==> src/rtl/d_cache_responder_pkg.sv <==
// Shared types and default geometry for the data-cache responder.
// Address split is {tag, index, offset}; tag width derived by tag_width().
package d_cache_responder_pkg;

    localparam int DEF_INDEX_WIDTH        = 5;
    localparam int DEF_BLOCK_OFFSET_WIDTH = 2;
    localparam int DEF_ADDR_WIDTH         = 26;
    localparam int DEF_DATA_WIDTH         = 32;

    typedef enum logic {
        READ  = 1'b0,
        WRITE = 1'b1
    } mem_action_t;

    typedef enum logic [1:0] {
        IDLE    = 2'd0,
        RD_REQ  = 2'd1,
        RD_FILL = 2'd2,
        WR      = 2'd3
    } dcr_state_t;

    function automatic int tag_width(input int addr_w, input int index_w, input int offset_w);
        return addr_w - index_w - offset_w;
    endfunction

endpackage

==> src/rtl/d_cache_responder_wbuf.sv <==
// One-entry write buffer: push completes a store immediately, drains via mem_wr_* in the background.
// Push only when empty; entry held stable until mem_wr_ready; used under D_CACHE_RESPONDER_WRITE_BUFFER_EN.
module d_cache_responder_wbuf #(
    parameter int ADDR_WIDTH = 26,
    parameter int DATA_WIDTH = 32
) (
    input  logic                  clk,
    input  logic                  rst,
    input  logic                  i_push_vld,
    input  logic [ADDR_WIDTH-1:0] i_push_addr,
    input  logic [DATA_WIDTH-1:0] i_push_dat,
    input  logic                  i_mem_wr_rdy,
    output logic                  o_full,
    output logic                  o_mem_wr_vld,
    output logic [ADDR_WIDTH-1:0] o_mem_wr_addr,
    output logic [DATA_WIDTH-1:0] o_mem_wr_dat
);

    logic                  r_full;
    logic [ADDR_WIDTH-1:0] r_addr;
    logic [DATA_WIDTH-1:0] r_dat;

    always_ff @(posedge clk) begin
        if (rst) begin
            r_full <= 1'b0;
            r_addr <= '0;
            r_dat  <= '0;
        end else if (i_push_vld && !r_full) begin
            r_full <= 1'b1;
            r_addr <= i_push_addr;
            r_dat  <= i_push_dat;
        end else if (r_full && i_mem_wr_rdy) begin
            r_full <= 1'b0;
        end
    end

    assign o_full        = r_full;
    assign o_mem_wr_vld  = r_full;
    assign o_mem_wr_addr = r_full ? r_addr : '0;
    assign o_mem_wr_dat  = r_full ? r_dat  : '0;

endmodule

==> src/rtl/d_cache_responder.sv <==
// Direct-mapped write-through no-allocate D-cache responder; hits answer combinationally, one 4-beat refill at a time.
// out_valid=0 stalls the requester; D_CACHE_RESPONDER_WRITE_BUFFER_EN adds a one-entry background write buffer.
module d_cache_responder
    import d_cache_responder_pkg::*;
#(
    parameter int INDEX_WIDTH        = DEF_INDEX_WIDTH,
    parameter int BLOCK_OFFSET_WIDTH = DEF_BLOCK_OFFSET_WIDTH,
    parameter int ADDR_WIDTH         = DEF_ADDR_WIDTH,
    parameter int DATA_WIDTH         = DEF_DATA_WIDTH
) (
    input  logic                                   clk,
    input  logic                                   rst,
    input  logic                                   req_valid,
    input  logic                                   req_mem_action,
    input  logic [ADDR_WIDTH-1:0]                  req_addr,
    input  logic [DATA_WIDTH-1:0]                  req_data,
    output logic                                   out_valid,
    output logic [DATA_WIDTH-1:0]                  out_data,
    output logic                                   mem_rd_req_valid,
    input  logic                                   mem_rd_req_ready,
    output logic [ADDR_WIDTH-BLOCK_OFFSET_WIDTH-1:0] mem_rd_req_addr,
    input  logic                                   mem_rd_resp_valid,
    input  logic [DATA_WIDTH-1:0]                  mem_rd_resp_data,
    output logic                                   mem_wr_valid,
    input  logic                                   mem_wr_ready,
    output logic [ADDR_WIDTH-1:0]                  mem_wr_addr,
    output logic [DATA_WIDTH-1:0]                  mem_wr_data
);

    localparam int TAG_WIDTH = tag_width(ADDR_WIDTH, INDEX_WIDTH, BLOCK_OFFSET_WIDTH);
    localparam int LINES     = 1 << INDEX_WIDTH;
    localparam int WORDS     = 1 << BLOCK_OFFSET_WIDTH;
    localparam int LINE_W    = ADDR_WIDTH - BLOCK_OFFSET_WIDTH;

    logic [LINES-1:0]              r_valid;
    logic [TAG_WIDTH-1:0]          r_tag  [LINES];
    logic [DATA_WIDTH-1:0]         r_data [LINES][WORDS];
    dcr_state_t                    r_state;
    dcr_state_t                    w_state_nxt;
    logic [BLOCK_OFFSET_WIDTH-1:0] r_cnt;
    logic [LINE_W-1:0]             r_line;

    logic [TAG_WIDTH-1:0]          w_req_tag;
    logic [INDEX_WIDTH-1:0]        w_req_idx;
    logic [BLOCK_OFFSET_WIDTH-1:0] w_req_off;
    logic [INDEX_WIDTH-1:0]        w_fill_idx;
    logic [TAG_WIDTH-1:0]          w_fill_tag;
    logic                          w_hit;
    logic                          w_is_read;
    logic                          w_last_beat;
    logic                          w_wb_full;
    logic                          w_out_vld;
    logic                          w_rd_req_vld;
    logic                          w_wr_vld;
    logic                          w_fill_we;
    logic                          w_upd_we;
    logic                          w_latch;
    logic                          w_push;

    assign w_req_tag   = req_addr[ADDR_WIDTH-1 -: TAG_WIDTH];
    assign w_req_idx   = req_addr[BLOCK_OFFSET_WIDTH +: INDEX_WIDTH];
    assign w_req_off   = req_addr[BLOCK_OFFSET_WIDTH-1:0];
    assign w_fill_idx  = r_line[INDEX_WIDTH-1:0];
    assign w_fill_tag  = r_line[LINE_W-1 -: TAG_WIDTH];
    assign w_hit       = r_valid[w_req_idx] && (r_tag[w_req_idx] == w_req_tag);
    assign w_is_read   = (mem_action_t'(req_mem_action) == READ);
    assign w_last_beat = &r_cnt;

    always_ff @(posedge clk) begin
        if (rst) r_state <= IDLE;
        else     r_state <= w_state_nxt;
    end

    always_comb begin
        w_state_nxt = r_state;
        case (r_state)
            IDLE: if (req_valid) begin
                // A read miss must not overtake a buffered store still heading to memory.
                if (w_is_read) begin
                    if (!w_hit && !w_wb_full) w_state_nxt = RD_REQ;
                end
`ifndef D_CACHE_RESPONDER_WRITE_BUFFER_EN
                else begin
                    w_state_nxt = WR;
                end
`endif
            end
            RD_REQ:  if (mem_rd_req_ready) w_state_nxt = RD_FILL;
            RD_FILL: if (mem_rd_resp_valid && w_last_beat) w_state_nxt = IDLE;
            WR:      if (mem_wr_ready) w_state_nxt = IDLE;
            default: w_state_nxt = IDLE;
        endcase
    end

    always_comb begin
        w_out_vld    = 1'b0;
        w_rd_req_vld = 1'b0;
        w_wr_vld     = 1'b0;
        w_fill_we    = 1'b0;
        w_upd_we     = 1'b0;
        w_latch      = 1'b0;
        w_push       = 1'b0;
        if (!rst) begin
            case (r_state)
                IDLE: if (req_valid) begin
                    if (w_is_read) begin
                        w_out_vld = w_hit;
                        w_latch   = !w_hit && !w_wb_full;
                    end
`ifdef D_CACHE_RESPONDER_WRITE_BUFFER_EN
                    else if (!w_wb_full) begin
                        w_out_vld = 1'b1;
                        w_push    = 1'b1;
                        w_upd_we  = w_hit;
                    end
`endif
                end
                RD_REQ:  w_rd_req_vld = 1'b1;
                RD_FILL: w_fill_we = mem_rd_resp_valid;
                WR: begin
                    w_wr_vld = 1'b1;
                    if (mem_wr_ready) begin
                        w_out_vld = 1'b1;
                        w_upd_we  = w_hit;
                    end
                end
                default: ;
            endcase
        end
    end

    always_ff @(posedge clk) begin
        if (rst) begin
            r_valid <= '0;
            r_cnt   <= '0;
            r_line  <= '0;
        end else begin
            if (w_latch) r_line <= req_addr[ADDR_WIDTH-1:BLOCK_OFFSET_WIDTH];
            if (r_state == RD_REQ && mem_rd_req_ready) r_cnt <= '0;
            if (w_fill_we) begin
                r_cnt <= r_cnt + 1'b1;
                if (w_last_beat) r_valid[w_fill_idx] <= 1'b1;
            end
        end
    end

    // Tag and data arrays need no reset: the valid bits gate every use.
    always_ff @(posedge clk) begin
        if (w_fill_we) begin
            r_data[w_fill_idx][r_cnt] <= mem_rd_resp_data;
            if (w_last_beat) r_tag[w_fill_idx] <= w_fill_tag;
        end
        if (w_upd_we) r_data[w_req_idx][w_req_off] <= req_data;
    end

    assign out_valid        = w_out_vld;
    assign out_data         = w_out_vld ? r_data[w_req_idx][w_req_off] : '0;
    assign mem_rd_req_valid = w_rd_req_vld;
    assign mem_rd_req_addr  = w_rd_req_vld ? r_line : '0;

`ifdef D_CACHE_RESPONDER_WRITE_BUFFER_EN
    d_cache_responder_wbuf #(
        .ADDR_WIDTH (ADDR_WIDTH),
        .DATA_WIDTH (DATA_WIDTH)
    ) u_wbuf (
        .clk           (clk),
        .rst           (rst),
        .i_push_vld    (w_push),
        .i_push_addr   (req_addr),
        .i_push_dat    (req_data),
        .i_mem_wr_rdy  (mem_wr_ready),
        .o_full        (w_wb_full),
        .o_mem_wr_vld  (mem_wr_valid),
        .o_mem_wr_addr (mem_wr_addr),
        .o_mem_wr_dat  (mem_wr_data)
    );
`else
    assign w_wb_full    = 1'b0;
    assign mem_wr_valid = w_wr_vld;
    assign mem_wr_addr  = w_wr_vld ? req_addr : '0;
    assign mem_wr_data  = w_wr_vld ? req_data : '0;
`endif

endmodule

==> config.mk <==
export PLATFORM = sky130hd
export DESIGN_NAME = d_cache_responder
export DESIGN_NICKNAME = d
export VERILOG_FILES = /design/src/rtl/d_cache_responder_pkg.sv /design/src/rtl/d_cache_responder_wbuf.sv /design/src/rtl/d_cache_responder.sv
export SDC_FILE = /design/constraint.sdc
export NUM_CORES = 2
export LEC_CHECK = 0
export CAP_MARGIN = 20
export CORE_AREA = 2 2 450 675
export CTS_CLUSTER_SIZE = 40
export DETAILED_ROUTE_END_ITERATION = 16
export DIE_AREA = 0 0 452 677
export PLACE_DENSITY = 0.78
export SETUP_SLACK_MARGIN = 0.4
export SYNTH_ARGS = -nofsm -noshare
export SYNTH_HDL_FRONTEND = slang
export SYNTH_MEMORY_MAX_BITS = 65536
export SYNTH_SLANG_ARGS = --single-unit
==> constraint.sdc <==
create_clock -name clk -period 7.5 [get_ports clk]
set_clock_uncertainty 0.2 [all_clocks]
set_input_delay 0.75 -clock clk [delete_from_list [all_inputs] [get_ports clk]]
set_output_delay 0.75 -clock clk [all_outputs]
set_load 0.02 [all_outputs]
After elaboration in Yosys (flattened, before gate mapping)

Memories as Yosys holds them, arrays and structs flattened.
Cells that the tools add are included.

$lt $le $gt $ge: 7
Add/sub/neg operators: 1
Eq/ne operators: 9
Bitwise operators: 3
Reduce and logical (&&, ||, !) cells: 13
Mux-type cells: 52

Operator list:

| cell               | number |
|---|---|
| $mux 128           | 4 |
| $mux 32            | 6 |
| $demux 32 s2       | 2 |
| $reduce_or 128->1  | 1 |
| $bmux 32 s2        | 1 |
| $or 32x32->32      | 1 |
| $mux 26            | 1 |
| $mux 1             | 24 |
| $mux 24            | 1 |
| $eq 19x19->1       | 1 |
| $mux 2             | 8 |
| $lt 5x6->1 const B | 2 |
| $ne 2x2->1 const B | 4 |
| $pmux 2 s4         | 1 |
| $ge 3x3->1 const B | 2 |
| $logic_and 1x1->1  | 6 |
| $lt 3x1->1 const B | 2 |
| $not 2->3          | 2 |
| $bmux 1 s5         | 1 |
| $demux 1 s5        | 1 |
| $ge 5x1->1 const B | 1 |
| $mux 5             | 1 |
| $reduce_and 5->1   | 1 |
| $eq 2x2->1 const B | 2 |
| other kinds (9)    | 9 |

RAM bits: 4704
Input port bits: 97
Flip-flop bits (word level): 60
Output and inout port bits: 117
Word-level logic and storage cells: 91
Memories: 2

Memories:

| name   | words | width | read ports | clocked after memory_dff | wr ports | RTL line                | text |
|---|---|---|---|---|---|---|---|
| r_data | 32    | 128   | 1          | 0                        | 1        | d_cache_responder.sv:37 | `logic [DATA_WIDTH-1:0] r_data [LINES][WORDS];` |
| r_tag  | 32    | 19    | 1          | 0                        | 1        | d_cache_responder.sv:36 | `logic [TAG_WIDTH-1:0] r_tag [LINES];` |

Depth between registers and ports, before layout

Word-level depth: 10
Depth in mapped cells: 18
Gate-level depth less buffers: 9

Least setup slack after synthesis

OpenSTA, ideal clock, no wires.

Path type: input-to-reg
From: in req_addr[2]
To: mem r_data[25][0] in the netlist's numbering (enable)
Buffers on the path: 4
Cell stages on the path: 13
Data arrival time: 5874 ps
Data required time: 6865 ps
Slack: 990 ps
Path through: buf_4 -> buf_2 -> mux4_2 -> and2_1 -> o21a_1 -> o311ai_0 -> a32oi_1 -> or4_1 -> or4b_4 -> nor3_2 -> buf_4 -> buf_4 -> mux2i_1

Cells in the longest elaborated chain, start to end: 10
Elaborated cells on any way between the ends: 13
Classes of those cells: 1 x eq/ne; 9 x mux; 2 x reduce/logical; 1 x memory

RTL lines:

| item                                                | RTL line                 | text |
|---|---|---|
| from (decl)                                         | d_cache_responder.sv:15  | `input logic [ADDR_WIDTH-1:0] req_addr,` |
| $mem_v2 32x19 or $bmux 1 s5 (tied branches)         | -                        |  |
| $eq 19x19->1 or $mux 1 (tied branches)              | d_cache_responder.sv:65  | `assign w_hit = r_valid[w_req_idx] && (r_tag[w_req_idx] == w_req_tag);` |
| $logic_and 1x1->1                                   | d_cache_responder.sv:65  |  |
| $mux 1                                              | d_cache_responder.sv:122 | `if (mem_wr_ready) begin` |
| $mux 1                                              | d_cache_responder.sv:104 | `case (r_state)` |
| $mux 1                                              | d_cache_responder.sv:103 | `if (!rst) begin` |
| $mux 1                                              | d_cache_responder.sv:153 | `if (w_upd_we) r_data[w_req_idx][w_req_off] <= req_data;` |
| $mux 128 (implied by the code)                      | d_cache_responder.sv:153 |  |
| $reduce_or 128->1 (no source line)                  | -                        |  |
| $mux 5 (no source line) or $mux 128 (tied branches) | -                        |  |
| to (decl)                                           | d_cache_responder.sv:37  |  |

Several ways; a longest one is shown, not always the timed one. The select of a mux whose other input is x is not followed.

Final worst setup path

From: in req_addr[3]
To: out out_data[2]

Cells in the longest elaborated chain, start to end: 8
Elaborated cells on any way between the ends: 14
Classes of those cells: 1 x eq/ne; 10 x mux; 1 x reduce/logical; 2 x memory

RTL lines:

| item                                        | RTL line                 | text |
|---|---|---|
| $mem_v2 32x19 or $bmux 1 s5 (tied branches) | -                        |  |
| $eq 19x19->1 or $mux 1 (tied branches)      | d_cache_responder.sv:65  |  |
| $logic_and 1x1->1                           | d_cache_responder.sv:65  |  |
| $mux 1                                      | d_cache_responder.sv:106 | `if (w_is_read) begin` |
| $mux 1                                      | d_cache_responder.sv:105 | `IDLE: if (req_valid) begin` |
| $pmux 1 s2                                  | d_cache_responder.sv:104 |  |
| $mux 1                                      | d_cache_responder.sv:103 |  |
| $mux 32 *                                   | d_cache_responder.sv:157 | `assign out_data = w_out_vld ? r_data[w_req_idx][w_req_off] : '0;` |
| to (decl)                                   | d_cache_responder.sv:18  | `output logic [DATA_WIDTH-1:0] out_data,` |

Every way passes the cells marked *; elsewhere a longest branch is shown, timed or not. The select of a mux whose other input is x is not followed.

==> impl_metrics.json <==
{
  "status": "finished, final reports clean",
  "critPathTopFamily": "compound AO/OA/AOI/OAI gates",
  "start_util_pct": 61.7,
  "grt_usage_pct": 37.8,
  "postRouteAntennaNets": 0,
  "path_depth": 14,
  "worstPathArrival_ns": 6.05,
  "synth_area_leaders": "edfxtp_1 76%, mux4_2 18%, mux2i_1 1.5%",
  "maxCapViolCount": 0,
  "postLayoutCoreUtil_pct": 70.0,
  "synth.distinct_cells": 69,
  "avgSynthCellArea_um2": 23.5,
  "drive_above_1_share_pct": 30.6,
  "rsz0062_at_grt": "false",
  "drt_wl_total_mm": 578,
  "yosys.area.top_type_share_pct": 76.2,
  "die_area_mm2": 0.306,
  "antenna_found_initial": 61,
  "slew-limit-headroom_pct": 10.9,
  "final_net_count": 8537,
  "area_growth_pct": 13.4,
  "routabilityCongestion": 0.962,
  "hold_buffers": 0,
  "grt-ovfl-total": 0,
  "worstMarginPinSlew_ns": 1.33,
  "reg2reg_depth": 11,
  "yosys.area.top_type": "edfxtp_1",
  "drt_iter0_drc": 18533,
  "clk_latency_ns": 1.00,
  "crit_slowest_cell": "o311ai_0",
  "post-route-min-period_ns": 7.00,
  "async_flop_share_pct": 0,
  "fp.dieW_um": 452,
  "timing.critical_path.cells": "buf_12 -> nand2b_1 -> buf_4 -> o221ai_1 -> o21a_1 -> o311ai_0 -> a32oi_1 -> nor3_1 -> buf_4 -> nand3_2 -> buf_4 -> a211oi_1 -> buf_4 -> buf_12",
  "required_ns": 6.55,
  "cp_slowest_stage_delay_ns": 0.95,
  "power.leakage_nw": 65.2,
  "cp-start-kind": "input port",
  "syn-cell-area_mm2": 0.185,
  "place.port_buffers": 213,
  "finalSetupViolCount": 0,
  "place_area_mm2": 0.197,
  "crit_buf_inv": 6,
  "vias": 98729,
  "cts_tree": "done",
  "synth-seq-cells": 4764,
  "cpMostUsedCell": "buf_4",
  "viasPerCell": 7.72,
  "n_fill_cell": 15535,
  "hold_viol": 0,
  "rows": 247,
  "core_area_mm2": 0.301,
  "cts.path.max_buffers": 4,
  "cts_buffers": 401,
  "synth_ff_type": "edfxtp_1",
  "numClockSinks": 4764,
  "synth_warnings": 0,
  "dpl.hpwl_mm": 300,
  "holdCritPathClass": "input port to flip-flop",
  "min_from": "rst",
  "cts.repair.resized": 0,
  "hold_depth": 2,
  "grt_pass1_wl_mm": 794,
  "powerDensity_mw_per_mm2": 260,
  "fin_crit_sh_pct": 93.3,
  "fmax_ghz": 0.143,
  "routedWlPerCell_um": 45.2,
  "rr_startpoint": "r_tag[2][16]",
  "synthesis.nets": 8007,
  "synth_seq_area_share_pct": 76.8,
  "vdd_ir_drop_max_mv": 0.227,
  "drtPass1Iterations": 9,
  "fin_tns_setup_ns": 0,
  "maxSlewViolCount": 0,
  "htree_levels": 5,
  "grt_pass1_vias": 97149,
  "fin_area_mm2": 0.210,
  "grt_max_degree": 129,
  "cts_setup_buffers": 0,
  "startpoint": "req_addr[3]",
  "clk_pin_slew_ns": 0.07,
  "cp-end-kind": "output pin",
  "synth_cells": 7901,
  "synth_edf_count": 4704,
  "pin_count": 214,
  "die_h_um": 677,
  "worstPathMaxFanout": 72,
  "root_buffer": "clkbuf_16",
  "post-route-drc-count": 0,
  "path_class": "input port to output pin"
}
==> cell usage in the layout, fill, tap and decap left out, types with 13 or more instances in the layout <==
| master | synthesis | routed |
|---|---|---|
| a211oi_1 | 34 | 34 |
| a21oi_1 | 18 | 18 |
| a22oi_1 | 30 | 30 |
| and2_1 | 100 | 101 |
| buf_12 | 0 | 148 |
| buf_4 | 24 | 223 |
| bufinv_16 | 0 | 48 |
| clkbuf_1 | 278 | 57 |
| clkbuf_16 | 0 | 408 |
| clkdlybuf4s50_1 | 0 | 185 |
| clkinv_1 | 1 | 78 |
| clkinv_2 | 0 | 83 |
| clkinvlp_4 | 0 | 39 |
| dfxtp_1 | 60 | 60 |
| diode_2 | 0 | 34 |
| edfxtp_1 | 4704 | 4704 |
| mux2_2 | 47 | 38 |
| mux2_4 | 0 | 32 |
| mux2i_1 | 277 | 156 |
| mux2i_4 | 0 | 121 |
| mux4_2 | 1451 | 1451 |
| nand2_1 | 301 | 300 |
| nand2b_1 | 14 | 14 |
| nand3_1 | 19 | 18 |
| nor2_1 | 119 | 92 |
| nor2_2 | 0 | 25 |
| nor2b_1 | 38 | 36 |
| nor3_1 | 17 | 14 |
| o21a_1 | 15 | 15 |
| o21ai_0 | 13 | 13 |
| o22ai_1 | 21 | 21 |
==> flip-flops by register name, indices dropped and copies added, names as in the netlist <==
signal   flops
r_state      2
r_tag      608
r_line      24
r_data    4096
r_cnt        2
r_valid     32
==> final timing paths <==
path / to / slack, ns
setup / recovery: out_data[2] / 0.50
hold / removal: r_valid[27] / 0.1
setup reg to reg: r_data[4][10] / 1.16
hold reg to reg: r_valid[7] / 0.27
==> metrics by stage <==
step	cells	power, W	setup WS [ns]	hold slack, ns
2_1_floorplan	7901	0.0317	0.990	0.235
3_3_place_gp	11997	0.0330	0.0820	0.243
3_5_place_dp	12002	0.0331	0.119	0.252
4_1_cts	12740	0.0544	0.920	0.0600
5_1_grt	12753	0.0554	0.519	0.102
6_report	12784	0.0546	0.503	0.0999
==> cell type report <==
class | count | area [um^2] | share of cell area, %
antenna | 34 | 85.1 | 0.0404
clock buffer | 470 | 10500 | 4.99
clock inverter | 268 | 2720 | 1.29
inverter | 20 | 82.6 | 0.0393
multi-input combinational | 2672 | 42700 | 20.3
sequential | 4764 | 142000 | 67.7
tap | 3984 | 4980 | 2.37
timing repair buffer | 572 | 6790 | 3.23
==> routing by layer <==
| metal | vias up | GRT usage [%] | share of wire, % |
|---|---|---|---|
| met1 | 50874 | 46.5 | 30 |
| li1 | 34815 | - | - |
| met5 | - | 0.300 | 0.10 |
| met2 | 10687 | 59.6 | 48 |
| met4 | 38 | 24.1 | 8.2 |
| met3 | 2315 | 10.6 | 14 |
==> synthesized netlist by cell type, types with 19 or more instances <==
master,n
edfxtp_1,4704
mux4_2,1451
nand2_1,301
clkbuf_1,278
mux2i_1,277
nor2_1,119
buf_2,103
and2_1,100
dfxtp_1,60
mux2_2,47
nor2b_1,38
a211oi_1,34
buf_1,32
a22oi_1,30
buf_4,24
mux2_1,23
o22ai_1,21
inv_1,19
nand3_1,19
==> power by group <==
part           internal, W  switching [W]  total (W)
Combinational      0.00120        0.00224    0.00344
Sequential          0.0293      0.0000786     0.0294
Clock               0.0117         0.0101     0.0218
Total               0.0422         0.0124     0.0546
==> logic make-up (layout without fill, tap and decap cells) <==
group,Yosys count,after routing,synth area share [%]
XOR/XNOR,16,16,0.0756
buffers and inverters,465,1330,1.09
adder cells (fa/ha/maj),9,9,0.0607
AO/OA/AOI/OAI,200,200,0.793
multiplexers,1798,1798,19.5
AND/OR/NAND/NOR,649,649,1.62
other,0,34,0
flip-flops,4764,4764,76.8
Power figures use the tool's default switching activity.
